==> src/rtl/control_seq_pkg.sv <==
// Shared types for the control sequencer: FSM states, instruction classes and class decode.
// CONTROL_SEQ_IRQ_EN adds the IRQ state.
package control_seq_pkg;

`ifdef CONTROL_SEQ_IRQ_EN
    typedef enum logic [1:0] {
        ST_FETCH = 2'd0,
        ST_EXEC  = 2'd1,
        ST_IRQ   = 2'd2
    } state_t;
`else
    typedef enum logic [1:0] {
        ST_FETCH = 2'd0,
        ST_EXEC  = 2'd1
    } state_t;
`endif

    typedef enum logic [1:0] {
        CLS_ALU = 2'd0,
        CLS_MEM = 2'd1,
        CLS_RSV = 2'd2,
        CLS_JMP = 2'd3
    } cls_t;

    // Top three IR bits select the class: 0xx ALU, 10x MEM, 110 reserved, 111 JMP.
    function automatic cls_t class_of(input logic [2:0] code);
        cls_t c;
        casez (code)
            3'b0??:  c = CLS_ALU;
            3'b10?:  c = CLS_MEM;
            3'b110:  c = CLS_RSV;
            3'b111:  c = CLS_JMP;
            default: c = CLS_ALU;
        endcase
        return c;
    endfunction

endpackage

==> src/rtl/control_seq_decode.sv <==
// Combinational strobe decode from IR, EXEC cycle index and carry flag.
// All strobes and field passthroughs are zero outside EXEC (J is forced high in the IRQ cycle).
module control_seq_decode
    import control_seq_pkg::*;
#(
    parameter int IW    = 8,
    parameter int ALU_W = 4,
    parameter int RS_W  = 2,
    parameter int CYC_W = 2
) (
    input  logic              in_exec,
    input  logic              in_irq,
    input  logic [IW-1:0]     ir,
    input  logic [CYC_W-1:0]  cycle,
    input  logic              carry_q,
    output cls_t              cls,
    output logic              mc,
    output logic              m,
    output logic              j,
    output logic              s,
    output logic              y,
    output logic [RS_W-1:0]   rs,
    output logic [ALU_W-1:0]  alu
);

    assign cls = class_of(ir[IW-1:IW-3]);

    // Strobe generation; memory address phase is always cycle 0, data phase the rest.
    always_comb begin
        mc  = 1'b0;
        m   = 1'b0;
        j   = 1'b0;
        s   = 1'b0;
        y   = 1'b0;
        rs  = {RS_W{1'b0}};
        alu = {ALU_W{1'b0}};
        if (in_exec) begin
            s   = ir[IW-4];
            y   = ir[IW-3];
            rs  = ir[RS_W-1:0];
            alu = ir[ALU_W-1:0];
            case (cls)
                CLS_MEM: begin
                    if (cycle == {CYC_W{1'b0}}) begin
                        mc = 1'b1;
                    end else begin
                        m = 1'b1;
                    end
                end
                CLS_JMP: j = ~(ir[IW-4] & carry_q);
                CLS_ALU: j = 1'b0;
                CLS_RSV: j = 1'b0;
                default: j = 1'b0;
            endcase
        end else if (in_irq) begin
            j = 1'b1;
        end else begin
            j = 1'b0;
        end
    end

endmodule

==> src/rtl/control_seq.sv <==
// Sequenced CPU control unit: FSM, instruction register, EXEC cycle counter and carry flag.
// Optional interrupt entry when CONTROL_SEQ_IRQ_EN is defined.
module control_seq
    import control_seq_pkg::*;
#(
    parameter int IW      = 8,
    parameter int ALU_W   = 4,
    parameter int RS_W    = 2,
    parameter int MEM_CYC = 2,
    parameter int CYC_W   = 2
) (
    input  logic              clk,
    input  logic              rst,
    input  logic [IW-1:0]     inst_in,
    input  logic              inst_valid,
    output logic              inst_ack,
    input  logic              mem_ready,
    input  logic              carry_in,
    output logic              busy,
    output logic [CYC_W-1:0]  cycle,
    output logic              MC,
    output logic              M,
    output logic              J,
    output logic              S,
    output logic              Y,
    output logic [RS_W-1:0]   RS,
    output logic [ALU_W-1:0]  ALU,
    output logic              carry_q
`ifdef CONTROL_SEQ_IRQ_EN
    ,
    input  logic              irq,
    output logic              irq_ack
`endif
);

    localparam logic [CYC_W-1:0] LAST_CYC = CYC_W'(MEM_CYC - 1);

    generate
        if (IW < 8 || MEM_CYC < 2 || MEM_CYC > (2 ** CYC_W) - 1) begin : g_bad_param
            $error("control_seq: IW must be >= 8 and MEM_CYC must fit the cycle counter");
        end
    endgenerate

    state_t             state_r, state_s;
    logic [IW-1:0]      ir_r, ir_s;
    logic [CYC_W-1:0]   cycle_r, cycle_s;
    logic               carry_r, carry_s;
    logic               ack_s;
    logic               in_irq_s;
    cls_t               cls_s;
`ifdef CONTROL_SEQ_IRQ_EN
    logic               ie_r, ie_s;

    assign in_irq_s = (state_r == ST_IRQ);
    assign irq_ack  = in_irq_s;
`else
    assign in_irq_s = 1'b0;
`endif

    assign inst_ack = ack_s;
    assign busy     = (state_r != ST_FETCH);
    assign cycle    = cycle_r;
    assign carry_q  = carry_r;

    control_seq_decode #(
        .IW    (IW),
        .ALU_W (ALU_W),
        .RS_W  (RS_W),
        .CYC_W (CYC_W)
    ) u_decode (
        .in_exec (state_r == ST_EXEC),
        .in_irq  (in_irq_s),
        .ir      (ir_r),
        .cycle   (cycle_r),
        .carry_q (carry_r),
        .cls     (cls_s),
        .mc      (MC),
        .m       (M),
        .j       (J),
        .s       (S),
        .y       (Y),
        .rs      (RS),
        .alu     (ALU)
    );

    // Next-state logic; the counter returns to 0 whenever an instruction completes.
    always_comb begin
        state_s = state_r;
        ir_s    = ir_r;
        cycle_s = cycle_r;
        carry_s = carry_r;
        ack_s   = 1'b0;
`ifdef CONTROL_SEQ_IRQ_EN
        ie_s    = ie_r;
`endif
        case (state_r)
            ST_FETCH: begin
`ifdef CONTROL_SEQ_IRQ_EN
                if (irq && ie_r) begin
                    state_s = ST_IRQ;
                end else
`endif
                if (inst_valid) begin
                    ack_s   = 1'b1;
                    ir_s    = inst_in;
                    cycle_s = {CYC_W{1'b0}};
                    state_s = ST_EXEC;
                end else begin
                    state_s = ST_FETCH;
                end
            end
            ST_EXEC: begin
                case (cls_s)
                    CLS_ALU: begin
                        carry_s = carry_in;
                        cycle_s = {CYC_W{1'b0}};
                        state_s = ST_FETCH;
                    end
                    CLS_MEM: begin
                        // mem_ready only matters in the data phase; the stall holds the counter.
                        if (cycle_r == {CYC_W{1'b0}}) begin
                            cycle_s = CYC_W'(1);
                        end else if (mem_ready) begin
                            if (cycle_r == LAST_CYC) begin
                                cycle_s = {CYC_W{1'b0}};
                                state_s = ST_FETCH;
                            end else begin
                                cycle_s = cycle_r + CYC_W'(1);
                            end
                        end else begin
                            cycle_s = cycle_r;
                        end
                    end
                    CLS_JMP: begin
                        cycle_s = {CYC_W{1'b0}};
                        state_s = ST_FETCH;
`ifdef CONTROL_SEQ_IRQ_EN
                        if (ir_r[RS_W-1:0] == {RS_W{1'b1}}) begin
                            ie_s = 1'b1;
                        end else begin
                            ie_s = ie_r;
                        end
`endif
                    end
                    CLS_RSV: begin
                        cycle_s = {CYC_W{1'b0}};
                        state_s = ST_FETCH;
                    end
                    default: begin
                        cycle_s = {CYC_W{1'b0}};
                        state_s = ST_FETCH;
                    end
                endcase
            end
`ifdef CONTROL_SEQ_IRQ_EN
            ST_IRQ: begin
                ie_s    = 1'b0;
                state_s = ST_FETCH;
            end
`endif
            default: begin
                cycle_s = {CYC_W{1'b0}};
                state_s = ST_FETCH;
            end
        endcase
    end

    // State, IR, counter and carry registers with synchronous reset.
    always_ff @(posedge clk) begin
        if (rst) begin
            state_r <= ST_FETCH;
            ir_r    <= {IW{1'b0}};
            cycle_r <= {CYC_W{1'b0}};
            carry_r <= 1'b0;
`ifdef CONTROL_SEQ_IRQ_EN
            ie_r    <= 1'b1;
`endif
        end else begin
            state_r <= state_s;
            ir_r    <= ir_s;
            cycle_r <= cycle_s;
            carry_r <= carry_s;
`ifdef CONTROL_SEQ_IRQ_EN
            ie_r    <= ie_s;
`endif
        end
    end

endmodule

==> config.mk <==
export PLATFORM = sky130hd
export DESIGN_NAME = control_seq
export DESIGN_NICKNAME = d
export VERILOG_FILES = /design/src/rtl/control_seq_pkg.sv /design/src/rtl/control_seq_decode.sv /design/src/rtl/control_seq.sv
export SDC_FILE = /design/constraint.sdc
export NUM_CORES = 1
export LEC_CHECK = 0
export BUFFER_PORTS_ARGS = -buffer_cell sky130_fd_sc_hd__buf_2
export CORE_AREA = 2 2 39 41
export CTS_BUF_LIST = sky130_fd_sc_hd__clkbuf_2
export DETAILED_ROUTE_END_ITERATION = 6
export DIE_AREA = 0 0 41 43
export PLACE_DENSITY = 0.77
export SYNTH_ARGS = -nofsm -noshare
export SYNTH_HDL_FRONTEND = slang
export SYNTH_SLANG_ARGS = --single-unit
==> constraint.sdc <==
create_clock -name clk -period 1.3 [get_ports clk]
set_input_delay 0.065 -clock clk [delete_from_list [all_inputs] [get_ports clk]]
set_output_delay 0.065 -clock clk [all_outputs]
set_load 0.1 [all_outputs]
# --- Yosys cells after proc, flatten, opt, wreduce, memory -nomap -nowiden ---
# Cells that the tools add are included.
totals:
  reg_bits: 13
  output_inout_bits: 16
  elab_cells: 57
op_classes:
  add_sub_neg: 1
  n_eq_ne: 13
  n_mux: 27
  bitwise: 3
  n_reduce_logical: 9
op_table:
  columns: ["cell", "n"]
  rows:
  - ["$mux W2", 8]
  - ["$pmux W2 S2", 4]
  - ["$mux W1", 13]
  - ["$ne A3 B3 Y1 const B", 3]
  - ["$pmux W2 S4", 1]
  - ["$eq A2 B1 Y1 const B", 3]
  - ["$eq A2 B2 Y1 const B", 3]
  - ["$eq A3 B3 Y1 const B", 2]
  - ["$logic_not A2 Y1", 3]
  - ["$reduce_and A2 Y1", 3]
  - ["$mux W4", 1]
  - ["$ne A4 B4 Y1 const B", 1]
  - ["$reduce_and A3 Y1", 1]
  - ["$reduce_or A3 Y1", 1]
  - ["$add A2 B1 Y2 const B", 1]
  - ["$ne A2 B2 Y1 const B", 1]
  - ["$not A1 Y1", 2]
  - ["$reduce_bool A2 Y1", 1]
  - ["$and A1 B1 Y1", 1]

# --- Longest topological paths before layout ---
depth:
  word_depth: 6
  mapped_depth: 5
  ltp_nobuf: 4

# --- Hierarchy ---
# Synthesis repeated with hierarchy kept, for this count alone.
hier_totals:
  cells_unflattened: 73
  hier_area_um2: 624.3
modules_own_cells:
  columns: ["mod", "instances", "cells_each", "area_per_inst_um2", "seq_area_each_um2"]
  rows:
  - ["control_seq", 1, 55, 508.0, 240.2]
  - ["control_seq_decode", 1, 18, 116.4, 0.0]

# --- Worst setup path after synthesis ---
# No wires, ideal clock.
synth_timing:
  path_type: "reg2out"
  startpoint: "register state_r[0]"
  endpoint: "output port MC"
  arrival_ns: 3.364
  required_time_ns: 1.235
  path_slack_ns: -2.129
  stages_incl_launch_ff: 4
  path_cell_list: "dfxtp_1 > buf_4 > nand3b_1 > nor3_1"
synth_via:
  elab_chain_cells: 2
synth_rtl:
  columns: ["item", "line", "rtl"]
  rows:
  - ["start, declared", "control_seq.sv:44", "state_t state_r, state_s;"]
  - ["start signal, assigned", "control_seq.sv:179", "state_r <= state_s;"]
  - ["$eq A2 B1 Y1", "control_seq.sv:71", ".in_exec (state_r == ST_EXEC),"]
  - ["$mux W1", "control_seq_decode.sv:37", "if (in_exec) begin"]
  - ["end, declared", "control_seq.sv:21", "output logic MC,"]
# No other way between the ends.

# --- Worst setup path after layout ---
layout_timing:
  startpoint: "register ir_r[6]"
  endpoint: "output port MC"
layout_via:
  elab_chain_cells: 5
  elab_cells_between_ends: 7
layout_rtl:
  columns: ["item", "line", "rtl"]
  rows:
  - ["start, declared", "control_seq.sv:45", "logic [IW-1:0] ir_r, ir_s;"]
  - ["start signal, assigned", "control_seq.sv:172", "ir_r <= {IW{1'b0}};"]
  - ["start signal, assigned", "control_seq.sv:180", "ir_r <= ir_s;"]
  - ["$eq A3 B3 Y1 / $eq A2 B2 Y1 (equally long branches)", "control_seq_pkg.sv:28", "casez (code)"]
  - ["$pmux W2 S4 *", "control_seq_pkg.sv:28", null]
  - ["$eq A2 B1 Y1 *", "control_seq_decode.sv:42", "case (cls)"]
  - ["$mux W1 *", "control_seq_decode.sv:42", null]
  - ["$mux W1 *", "control_seq_decode.sv:37", null]
# Mark *: on every way between the ends. The rest lies on a longest branch, timed or not.

==> run summary <==
CP Class -> register to output port
die area -> 1763 µm²
Synth Area per Inst -> 8.666 µm²
NetSw -> 0.3203 mW
max_slew headroom -> 67.55%
Fin. Hold Viols -> 0
Max H-tree Level -> 1
Core Rows -> 14
Bufs and invs on worst path -> 1
synth top area cells -> dfxtp_1, a21oi_2, nand2_1
critical path cell sequence -> nand3b_1 -> nor3_4 -> buf_12
CTS tree -> yes
clock slew seen by the registers of the worst setup and hold paths -> 0.13 ns
n_diodes -> 0
fin util -> 75.59%
Final HPWL DP -> 1.045 mm
Power Density -> 829.8 nW/µm²
ANT nets after route -> 0
root buffer cell -> clkbuf_2
largest delay contributor family on the critical path -> simple AND/OR/NAND/NOR gates
initial DRC count -> 2
main flop type after synthesis -> dfxtp_1
clk sinks -> 12
Worst-Margin Slew -> 0.4901 ns
Crit-path slowest cell -> dfxtp_2
RSZ-0062 raised after global routing -> true
WL final -> 1.480 mm
Leakage -> 0.4229 nW
Crit. Startpoint -> ir_r[6]
final max-slew violation count -> 0
ratio of cells with drive above 1 in the final layout -> 67.33%
Die H -> 43 µm
post-synth net total -> 81
via count -> 565
Final Cycle Share -> 102.1%
failing checks -> negative setup slack
first-pass GRT wire length -> 2.373 mm
Avg Vias per Cell -> 4.829
Post-CTS Hold Fix Bufs -> 0
EDFF count, synth -> 0
sequential share of power -> 46.5%
worst-path maximum fanout -> 2
Num CTS Buffers -> 3
endpoints failing setup -> 2
largest net degree at the start of global routing -> 13
antenna violations before repair -> 0
Skew-Pair Late Insertion Delay -> 0.27 ns
GRT Residual Overflow -> 0
hold crit path type -> input pin to register
# fillers -> 81
status -> complete, but fails checks
Pre-antenna DRT Iters -> 4
Seq cells post-synth -> 12
asr flop ratio synth -> 0%
I/O pin cnt -> 29
Starting Density -> 42.59%
CP arrival -> 1.26 ns
Max VDD drop -> 727.2 µV
max-cap violation count -> 0
routability congestion estimate -> 0.7030
area delta synth->final -> 77.49%
Tot GR Track Use -> 19.70%
reg-to-reg startpoint -> state_r[0]
skew final -> 0.009080 ns
min Tclk post-route -> 1.327 ns
Final WS setup -> -0.02680 ns
post-synth top area cell -> dfxtp_1
nets@finish -> 115
Core Region -> 1384 µm²
Yosys warnings -> 0
Peak Freq -> 0.7537 GHz
Synth cell types -> 23
Die Wd -> 41 µm
Yosys top cell area share -> 40.76%
Max Root-Sink Buffers -> 2
crit-path max cell delay -> 0.34 ns
Switching Share -> 36.90%
critical path data required time -> 1.24 ns
Startpoint Class -> register
combinational power share -> 31.2%
Gate Count Post-Synth -> 68
hold path startpoint -> inst_in[7]
vias in the first global route -> 578
Clk pwr share -> 22.4%
count of input and output buffers -> 28
sequential-to-total area share from yosys stat -> 40.76%
Crit. End Element -> output port
dpl ws -> 0.2190 ns
wire per inst -> 12.65 µm
synthesized cell area -> 589.3 µm²
Residual DRC -> 0
Internal Power -> 0.5476 mW
-- logic make-up (layout without fill, tap and decap cells) --
kind of cell	count (synthesis)	count (layout)	synth area share (%)
simple gates	32	32	27.82
buf+inv	8	41	9.766
flops	12	12	40.76
mux	1	1	1.699
compound gates	15	15	19.96
-- cells in the final DEF (no fill, tap or decap), types with 2 or more instances in the layout --
cell type  synthesis  routed
dfxtp_2            0       2
buf_2              1      15
and2_2             0       3
a21oi_4            0       2
and2_4             1       3
a21oi_2            9       9
dfxtp_1           12       6
inv_1              2       2
nor2_1             2       2
nand2_2            3       3
buf_4              3       5
nand2_1           14      14
dfxtp_4            0       4
clkbuf_2           0       3
buf_12             0      12
-- cells in the mapped netlist, drive strengths merged, types with 2 or more instances --
cell type  count
nand2         17
a21oi         12
dfxtp         12
and2           6
buf            5
inv            3
nor2           2
nor3           2
-- metal layers --
| metal | track usage [%] | up-vias | part of all wire (%) |
|---|---|---|---|
| li1 | - | 286 | - |
| met1 | 22.30 | 263 | 40 |
| met2 | 32.19 | 16 | 55 |
| met3 | 7.853 | 0 | 5.5 |
| met4 | 6.000 | 0 | 0 |
| met5 | 0 | - | 0 |
-- registers in the layout, summed over array words and instances (netlist names) --
register / count
cycle: 2
ir_r: 8
state_r: 1
carry_q: 1
-- power by group through the flow --
stage | combinational, mW | clock [mW] | sequential (mW)
3_5_place_dp | 0.242 | 0 | 0.414
4_1_cts | 0.257 | 0.198 | 0.402
3_3_place_gp | 0.240 | 0 | 0.412
2_1_floorplan | 0.142 | 0 | 0.446
5_1_grt | 0.284 | 0.213 | 0.407
6_report | 0.270 | 0.194 | 0.403
-- stage by stage --
step / hold slack (ns) / total power [mW] / setup TNS (ns) / cells / cell area (µm²)
6_report: 0.01862 / 0.8679 / -0.04536 / 117 / 1046
5_1_grt: 0.01064 / 0.9037 / -0.2631 / 117 / 1046
4_1_cts: 0.01682 / 0.8576 / -0.07930 / 115 / 1013
3_5_place_dp: 0.3110 / 0.6567 / 0 / 108 / 955.9
3_3_place_gp: 0.3047 / 0.6519 / 0 / 108 / 955.9
2_1_floorplan: 0.1204 / 0.5875 / -1.719 / 68 / 650.6
-- path summary, 6_finish.rpt --
check | to | slack [ns] | depth (start not counted)
max | MC | -0.03 | 3
min | ir_r[7] | 0.02 | 3
max reg2reg | ir_r[4] | 0.11 | 6
min reg2reg | ir_r[2] | 0.48 | 2
-- layout make-up --
cell class                 instances  area, µm²  share of cell area, %
clock buffer                       3      15.01                  1.435
clock inverter                     1      3.754                 0.3589
inverter                           3      23.77                  2.273
multi-input combinational         48      354.1                  33.85
sequential                        12      257.7                  24.64
tap                               16      20.02                  1.914
timing repair buffer              34      371.6                  35.53
-- tightest hold or removal path, stage by stage --
cell and delay, ns:
buf_2 0.10, nand2_1 0.06, a21oi_2 0.04
-- timing repair --
action	in CTS	in global routing
endpoints found under the setup margin	4	5
buffers inserted	3	2
resized for setup	5	5
pin swaps	2	1
Note: power is estimated with default switching activity, not from simulation.
